==> config.mk <==
export PLATFORM = sky130hd
export DESIGN_NAME = spi_pwm_driver_param
export DESIGN_NICKNAME = d
export VERILOG_FILES = /design/src/rtl/spi_pwm_pkg.sv /design/src/rtl/spi_pwm_spi_slave.sv /design/src/rtl/spi_pwm_driver_param.sv
export SDC_FILE = /design/constraint.sdc
export NUM_CORES = 1
export LEC_CHECK = 0
export ABC_AREA = 1
export CAP_MARGIN = 10
export CORE_ASPECT_RATIO = 2
export CORE_UTILIZATION = 35
export DETAILED_ROUTE_END_ITERATION = 6
export PLACE_DENSITY = 0.47
export SETUP_SLACK_MARGIN = 0.5
export SYNTH_ARGS = -nofsm -noshare
export SYNTH_HDL_FRONTEND = slang
export SYNTH_SLANG_ARGS = --single-unit
==> constraint.sdc <==
create_clock -name clk -period 9.8 [get_ports clk]
set_clock_uncertainty 0.2 [all_clocks]
set_input_delay 1.96 -clock clk [delete_from_list [all_inputs] [get_ports clk]]
set_output_delay 1.96 -clock clk [all_outputs]
set_load 0.01 [all_outputs]
==> src/rtl/spi_pwm_pkg.sv <==
// Shared constants for the SPI-programmable PWM driver: register map,
// command byte layout and the reset period value.
package spi_pwm_pkg;

  localparam int unsigned ADDR_W     = 7;
  localparam int unsigned CMD_W      = 8;
  localparam int unsigned CMD_WR_BIT = 7;

  localparam logic [ADDR_W-1:0] ADDR_PERIOD = 7'h40;
  localparam logic [ADDR_W-1:0] ADDR_EN     = 7'h41;
  localparam logic [ADDR_W-1:0] ADDR_INV    = 7'h42;

  // Reset period TOP = 2^w - 2, so the default period is 2^w - 1 clocks.
  function automatic logic [15:0] reset_top(input int unsigned w);
    return 16'((32'd1 << w) - 32'd2);
  endfunction

endpackage

==> src/rtl/spi_pwm_spi_slave.sv <==
// Mode-0 SPI register slave: synchronises the pins, decodes command/data
// frames, auto-increments the address and emits a one-clock write strobe.
module spi_pwm_spi_slave
  import spi_pwm_pkg::*;
#(
  parameter int unsigned PWM_W = 8
) (
  input  logic              clk,
  input  logic              reset,
  input  logic              sclk,
  input  logic              cs,
  input  logic              mosi,
  input  logic [PWM_W-1:0]  rd_data,
  output logic              miso,
  output logic [ADDR_W-1:0] addr,
  output logic              wr_en,
  output logic [ADDR_W-1:0] wr_addr,
  output logic [PWM_W-1:0]  wr_data
);

  localparam int unsigned CNT_W = 5;
  localparam int unsigned RX_W  = (PWM_W > CMD_W) ? PWM_W : CMD_W;

  localparam logic [0:0] ST_CMD  = 1'b0;
  localparam logic [0:0] ST_DATA = 1'b1;

  logic [1:0]       sclk_s;
  logic [1:0]       cs_s;
  logic [1:0]       mosi_s;
  logic             sclk_prev;
  logic [0:0]       state;
  logic [0:0]       state_nx;
  logic [CNT_W-1:0] bit_cnt;
  logic [RX_W-2:0]  rx;
  logic [RX_W-1:0]  rx_next;
  logic [PWM_W-1:0] tx;
  logic             wr_cmd;
  logic             load;
  logic             sel;
  logic             rise;
  logic             fall;
  logic             cmd_done;
  logic             word_done;

  // Edge detection and frame-position decode on the synchronised pins
  always_comb begin
    sel       = ~cs_s[1];
    rise      = sel & sclk_s[1] & ~sclk_prev;
    fall      = sel & ~sclk_s[1] & sclk_prev;
    rx_next   = {rx, mosi_s[1]};
    cmd_done  = rise && (state == ST_CMD)  && (bit_cnt == CNT_W'(CMD_W - 1));
    word_done = rise && (state == ST_DATA) && (bit_cnt == CNT_W'(PWM_W - 1));
  end

  always_ff @(posedge clk or posedge reset) begin
    if (reset) state <= ST_CMD;
    else       state <= state_nx;
  end

  always_comb begin
    state_nx = state;
    if (!sel)          state_nx = ST_CMD;
    else if (cmd_done) state_nx = ST_DATA;
  end

  always_ff @(posedge clk or posedge reset) begin
    if (reset) begin
      sclk_s    <= 2'b00;
      cs_s      <= 2'b11;
      mosi_s    <= 2'b00;
      sclk_prev <= 1'b0;
      bit_cnt   <= '0;
      rx        <= '0;
      tx        <= '0;
      wr_cmd    <= 1'b0;
      load      <= 1'b0;
      miso      <= 1'b0;
      addr      <= '0;
      wr_en     <= 1'b0;
      wr_addr   <= '0;
      wr_data   <= '0;
    end else begin
      sclk_s    <= {sclk_s[0], sclk};
      cs_s      <= {cs_s[0], cs};
      mosi_s    <= {mosi_s[0], mosi};
      sclk_prev <= sclk_s[1];
      wr_en     <= 1'b0;
      if (!sel) begin
        // Deselect aborts whatever partial command or word was in flight
        bit_cnt <= '0;
        rx      <= '0;
        tx      <= '0;
        wr_cmd  <= 1'b0;
        load    <= 1'b0;
        miso    <= 1'b0;
        addr    <= '0;
      end else begin
        if (rise) begin
          rx <= rx_next[RX_W-2:0];
          if (cmd_done) begin
            bit_cnt <= '0;
            wr_cmd  <= rx_next[CMD_WR_BIT];
            addr    <= rx_next[ADDR_W-1:0];
            load    <= 1'b1;
          end else if (word_done) begin
            bit_cnt <= '0;
            wr_en   <= wr_cmd;
            wr_addr <= addr;
            wr_data <= rx_next[PWM_W-1:0];
            addr    <= addr + ADDR_W'(1);
            load    <= 1'b1;
          end else begin
            bit_cnt <= bit_cnt + CNT_W'(1);
          end
        end
        // A pending load presents the MSB of the current register
        if (fall) begin
          if (load) begin
            miso <= rd_data[PWM_W-1];
            tx   <= {rd_data[PWM_W-2:0], 1'b0};
            load <= 1'b0;
          end else begin
            miso <= tx[PWM_W-1];
            tx   <= {tx[PWM_W-2:0], 1'b0};
          end
        end
      end
    end
  end

endmodule

==> src/rtl/spi_pwm_driver_param.sv <==
// Multi-channel PWM generator whose duty, period, enable and polarity
// registers are programmed over SPI; duty/period apply at period boundaries.
module spi_pwm_driver_param
  import spi_pwm_pkg::*;
#(
  parameter int unsigned NUM_CH = 4,
  parameter int unsigned PWM_W  = 8
) (
  input  logic              clk,
  input  logic              reset,
  input  logic              sclk,
  input  logic              cs,
  input  logic              mosi,
  output logic              miso,
  output logic [NUM_CH-1:0] pwm_out
);

  localparam logic [PWM_W-1:0] TOP_RST = PWM_W'(reset_top(PWM_W));

  logic [ADDR_W-1:0] spi_addr;
  logic              wr_en;
  logic [ADDR_W-1:0] wr_addr;
  logic [PWM_W-1:0]  wr_data;
  logic [PWM_W-1:0]  rd_data;

  logic [PWM_W-1:0]  cnt;
  logic [PWM_W-1:0]  top_reg;
  logic [PWM_W-1:0]  top_act;
  logic [PWM_W-1:0]  duty_sh  [NUM_CH];
  logic [PWM_W-1:0]  duty_act [NUM_CH];
  logic [NUM_CH-1:0] en;
  logic [NUM_CH-1:0] inv;
  logic [NUM_CH-1:0] raw;
  logic              wrap;

  spi_pwm_spi_slave #(
    .PWM_W (PWM_W)
  ) u_spi (
    .clk     (clk),
    .reset   (reset),
    .sclk    (sclk),
    .cs      (cs),
    .mosi    (mosi),
    .rd_data (rd_data),
    .miso    (miso),
    .addr    (spi_addr),
    .wr_en   (wr_en),
    .wr_addr (wr_addr),
    .wr_data (wr_data)
  );

  // Read mux; duty addresses return the shadow copy
  always_comb begin
    rd_data = '0;
    for (int i = 0; i < NUM_CH; i++) begin
      if (spi_addr == ADDR_W'(i)) rd_data = duty_sh[i];
    end
    if (spi_addr == ADDR_PERIOD) rd_data = top_reg;
    if (spi_addr == ADDR_EN)     rd_data = PWM_W'(en);
    if (spi_addr == ADDR_INV)    rd_data = PWM_W'(inv);
  end

  // A newly written TOP below the running count forces an early boundary
  always_comb begin
    wrap = (cnt >= top_act) || (cnt > top_reg);
    raw  = '0;
    for (int i = 0; i < NUM_CH; i++) begin
      raw[i] = en[i] & (cnt < duty_act[i]);
    end
  end

  always_ff @(posedge clk or posedge reset) begin
    if (reset) begin
      cnt     <= '0;
      top_reg <= TOP_RST;
      top_act <= TOP_RST;
      en      <= '1;
      inv     <= '0;
      pwm_out <= '0;
      for (int i = 0; i < NUM_CH; i++) begin
        duty_sh[i]  <= '0;
        duty_act[i] <= '0;
      end
    end else begin
      if (wrap) begin
        cnt     <= '0;
        top_act <= top_reg;
      end else begin
        cnt <= cnt + PWM_W'(1);
      end
      // Active duty takes the pre-write shadow on a boundary-clock write
      for (int i = 0; i < NUM_CH; i++) begin
        if (wrap) duty_act[i] <= duty_sh[i];
        if (wr_en && (wr_addr == ADDR_W'(i))) duty_sh[i] <= wr_data;
      end
      if (wr_en && (wr_addr == ADDR_PERIOD)) top_reg <= wr_data;
      if (wr_en && (wr_addr == ADDR_EN))     en      <= NUM_CH'(wr_data);
      if (wr_en && (wr_addr == ADDR_INV))    inv     <= NUM_CH'(wr_data);
      pwm_out <= raw ^ inv;
    end
  end

endmodule

* Word-level counts from Yosys, hierarchy flattened
Cells that the tools add are included.
W data, S select, Z words.
** Word-level totals
- Bits in registers :: 154
- Logic and storage cells :: 125
- Output and inout port bits :: 5
- Input port bits :: 5
** Cells by class
- Bitwise gates (word level) :: 14
- Reduce and logical (&&, ||, !) cells :: 21
- $add $sub $neg :: 3
- Magnitude comparators :: 6
- Equal/unequal tests :: 13
- Multiplexer cells :: 39
** Operators with widths (number)
- $mux W8 :: 11
- $eq A7 B7 Y1 const B :: 6
- $mux W7 :: 6
- $lt A8 B8 Y1 :: 4
- $eq A7 B2 Y1 const B :: 4
- $mux W5 :: 4
- $mux W1 :: 18
- $eq A7 B1 Y1 const B :: 2
- $logic_not A7 Y1 :: 2
- $logic_and A1 B1 Y1 :: 11
- $add A8 B1 Y8 const B :: 1
- $and A1 B1 Y1 :: 8
- $ge A8 B8 Y1 :: 1
- $gt A8 B8 Y1 :: 1
- $add A7 B1 Y7 const B :: 1
- $reduce_bool A2 Y1 :: 3
- $add A5 B1 Y5 const B :: 1
- $eq A5 B3 Y1 const B :: 1
- $not A1 Y1 :: 5
- $reduce_and A2 Y1 :: 2
- $reduce_and A4 Y1 :: 1
- $xor A4 B4 Y4 :: 1
- $reduce_bool A3 Y1 :: 1
- $logic_or A1 B1 Y1 :: 1

* Depth between registers and ports, before layout
- Depth after elaboration :: 11
- Depth in mapped cells :: 13
- Depth with buffers taken out :: 13

* Hierarchy
From an unflattened synthesis, not the netlist that was laid out.
** Second synthesis, totals
- Cell total of the unflattened synthesis :: 938
- Area, all modules :: 7932.6 µm²
** Modules (own cells, without submodules)
- spi_pwm_driver_param :: area each 5602.9 µm², cells an instance 700, times used 1
- spi_pwm_spi_slave :: area each 2329.7 µm², cells an instance 238, times used 1

* Worst setup path before layout
Ideal clock, no wire load.
- Path type :: reg-to-output
- Start :: register u_spi.miso
- End :: output miso
- Stages on the path, launching flop included :: 1
- Required time :: 7640 ps
- Path buffers :: 0
- Arrival :: 385 ps
- Slack :: 7255 ps
- Cell sequence :: dfrtp_1
** RTL lines
- start: declaration :: RTL line spi_pwm_spi_slave.sv:14 : output logic miso,
- start signal: assignment :: RTL line spi_pwm_spi_slave.sv:119 : miso <= rd_data[PWM_W-1];
- start signal: assignment :: RTL line spi_pwm_spi_slave.sv:123 : miso <= tx[PWM_W-1];
- end: declaration :: RTL line spi_pwm_driver_param.sv:14 : output logic miso,
No word-level cell between the ends.

==> qor.yml <==
global_routing:
  antenna_found_initial: 0
  first_global_vias: 5781
  grt-ovfl-total: 0
  grt_pass1_wl_mm: 32.9
  grt_usage_pct: 20.0
  grt_start_max_net_pins: 97
place:
  place_hpwl_mm: 15.1
  post_dp_cell_area_um2: 8050
  gp_congestion: 0.824
  post-place-ws_ns: 5.60
  port_buffers: 9
timing:
  fin_crit_ns: 3.58
  tightestPinTransition_ns: 1.16
  timing.final.ws_setup_ns: 6.22
  maxSlewHeadroom_pct: 22.9
  maxSlewViolCount: 0
  setup_viol: 0
  fmax_mhz: 280
  hold_viol: 0
  rsz0062_at_grt: "no"
  tns_ns: 0
  fin_crit_sh_pct: 36.5
floorplan:
  dieArea_um2: 22800
  die_w_um: 107
  num_rows: 76
  core_um2: 21700
  io_pins: 10
  initial_core_util_pct: 35.8
  die_y_um: 213
route:
  drt_iter0_markers: 208
  vias_per_cell: 4.84
  finalWirelength_mm: 20.3
  vias: 5606
  drtPass1Iterations: 4
  ant_nets: 0
  drt-wirelength-per-cell_um: 17.5
  route.detailed.drc: 0
clock_tree:
  cts-resized-gates: 0
  cts-root-buf: "clkbuf_16"
  insertion_delay_ns: 0.44
  cts.sinks: 153
  cts_tree: "yes"
  path_clk_slew_ns: 0.06
  clockBufferDepth: 2
  numCtsBuffers: 17
  post_cts.repair.setup_buffers: 0
  cts_hold_buf: 0
  cts-htree-levels: 4
pwr:
  pwr-share-comb_pct: 1.9
  p_leak_uw: 0.00381
  peakVddDrop_uv: 132
  switching_share_pct: 21.9
  power_uw: 1340
  seq_power_share_pct: 47.8
  p_int_uw: 1050
  p_switching_uw: 294
  p_per_area_nw_per_um2: 155
  clkPwrFrac_pct: 50.3
critical_path:
  crit_path_max_incr_delay_ns: 0.70
  crit_required_ns: 10.08
  cp_slowest_cell: "buf_4"
  r2r_cells: 7
  path_class: "input pin to asynchronous set/reset pin"
  arrival_ns: 3.86
  worstPathMaxFanout: 96
  path_cells: "clkdlybuf4s50_1, inv_6, buf_4"
  cp-start-kind: "input pin"
  end_kind: "asynchronous set/reset pin"
finish:
  top_regs: "duty_act x32, duty_sh x32"
  final_nets: 927
  finalInstanceArea_um2: 8650
  drive_gt1_share_pct: 14.7
  syn_to_final_growth_pct: 11.5
  n_antenna_cell: 0
synth:
  ys_ff_latch: 153
  yosysSeqAreaShare_pct: 49.7
  synth_area_per_cell_um2: 9.00
  synth_edf_count: 0
  async_reset_ff_share_pct: 100
  yosys_warnings: 0
  synthCells: 862
  ys_types: 39
  synth_area_um2: 7760
  syn_nets: 917
  synth_flop_cell: "dfrtp_1"
min_path:
  min_path_cells: 0
  hp-class: "flip-flop to flip-flop"
run:
  drv_cap: 0
status:
  run_status: "finished, final reports clean"
-- per-stage QoR --
step                instances  hold slack [ns]  utilization (%)
global route             1158            0.152             39.9
global placement         1126            0.134             37.1
detailed placement       1126            0.138             37.1
floorplan                 862            0.131                -
CTS                      1158            0.152             39.9
finish                   1158            0.149             39.9
-- kinds of logic after synthesis --
logic type / after synthesis / share of synthesized area [%]
AND/OR/NAND/NOR: 324 / 18.5
AO/OA/AOI/OAI: 193 / 15.1
flip-flops: 153 / 49.7
buffers and inverters: 130 / 7.28
adder cells (fa/ha/maj): 50 / 8.07
XOR/XNOR: 11 / 1.24
multiplexers: 1 / 0.145
-- power by group through the flow --
stage	combinational [uW]	sequential [uW]	clock (uW)
final	25.4	641	675
after detailed placement	26.9	652	0
after CTS	27.1	641	693
after global placement	26.9	652	0
after floorplan	17.7	651	0
after global routing	30.9	641	715
-- metal layers --
layer / GRT usage [%] / routed length, um
met5: 0 / 0
met4: 12.4 / 1130
met1: 20.1 / 7520
met3: 3.07 / 338
met2: 37.6 / 11300
-- path summary, 6_finish.rpt --
check | startpoint | slack, ns | end
setup reg to reg | cnt[5] | 6.57 | duty_act[2]
hold / removal | u_spi.mosi_s[0] | 0.15 | u_spi.mosi_s[1]
setup / recovery | reset | 6.22 | pwm_out[2]
min in group asynchronous | reset | 1.88 | u_spi.wr_addr[6]
hold reg to reg | u_spi.mosi_s[0] | 0.15 | u_spi.mosi_s[1]
max in group clk | u_spi.miso | 6.34 | miso
-- Yosys cell counts (2+ instances only) --
library cell	number	area share, %
nor2_1	44	2.1
nor4_1	2	0.16
xor2_1	7	0.79
o21ai_1	6	0.39
o22ai_1	9	0.73
o21ai_2	37	4.2
nor2_2	7	0.56
buf_6	9	1.3
nand4_1	6	0.48
ha_1	50	8.1
nor3_1	5	0.32
nand2_1	194	9.4
o21ai_0	53	3.4
o21a_1	4	0.39
dfstp_2	20	6.8
xnor2_1	4	0.45
a211oi_1	2	0.19
nor3_2	2	0.26
a21oi_1	74	4.8
nor2_4	3	0.44
nand3_1	36	2.3
o221ai_1	5	0.56
clkbuf_1	3	0.15
buf_2	6	0.39
inv_1	108	5.2
nand2_2	19	1.5
dfrtp_1	133	43
inv_2	3	0.15
-- cells in the final DEF, fill, tap and decap left out, types with 2 or more instances in the layout --
master           synthesis  final
xor2_1                   7      7
a211oi_1                 2      2
dfrtp_1                133    133
o221ai_1                 5      5
clkbuf_1                 3      2
o21ai_2                 37     37
clkinvlp_4               0      6
nor2_4                   3      3
o21ai_0                 53     53
clkinv_2                 0      3
xnor2_1                  4      4
nand2_1                194    194
nor3_1                   5      5
o21a_1                   4      4
nand2_2                 19     19
inv_2                    3      3
nand4_1                  6      6
nand3_1                 36     36
o21ai_1                  6      6
nor2_2                   7      7
inv_1                  108    107
nor3_2                   2      2
nor2_1                  44     44
ha_1                    50     50
bufinv_16                0      3
nor4_1                   2      2
a21oi_1                 74     74
o22ai_1                  9      9
clkbuf_16                0     17
clkdlybuf4s50_1          0      9
dfstp_2                 20     20
-- cell type report --
| cell class | count | area (um^2) |
|---|---|---|
| Timing Repair Buffer | 10 | 97.6 |
| Tap cell | 273 | 342 |
| Clock buffer | 20 | 447 |
| Multi-Input combinational cell | 579 | 3340 |
| Clock inverter | 12 | 150 |
| Inverter | 111 | 422 |
| Fill cell | 2227 | 13000 |
| Sequential cell | 153 | 3850 |
-- worst max-delay path, delay by kind of cell --
family	cells	cell delay [ns]
buffers and inverters	3	1.80
Note: power is estimated with default switching activity, not from simulation.
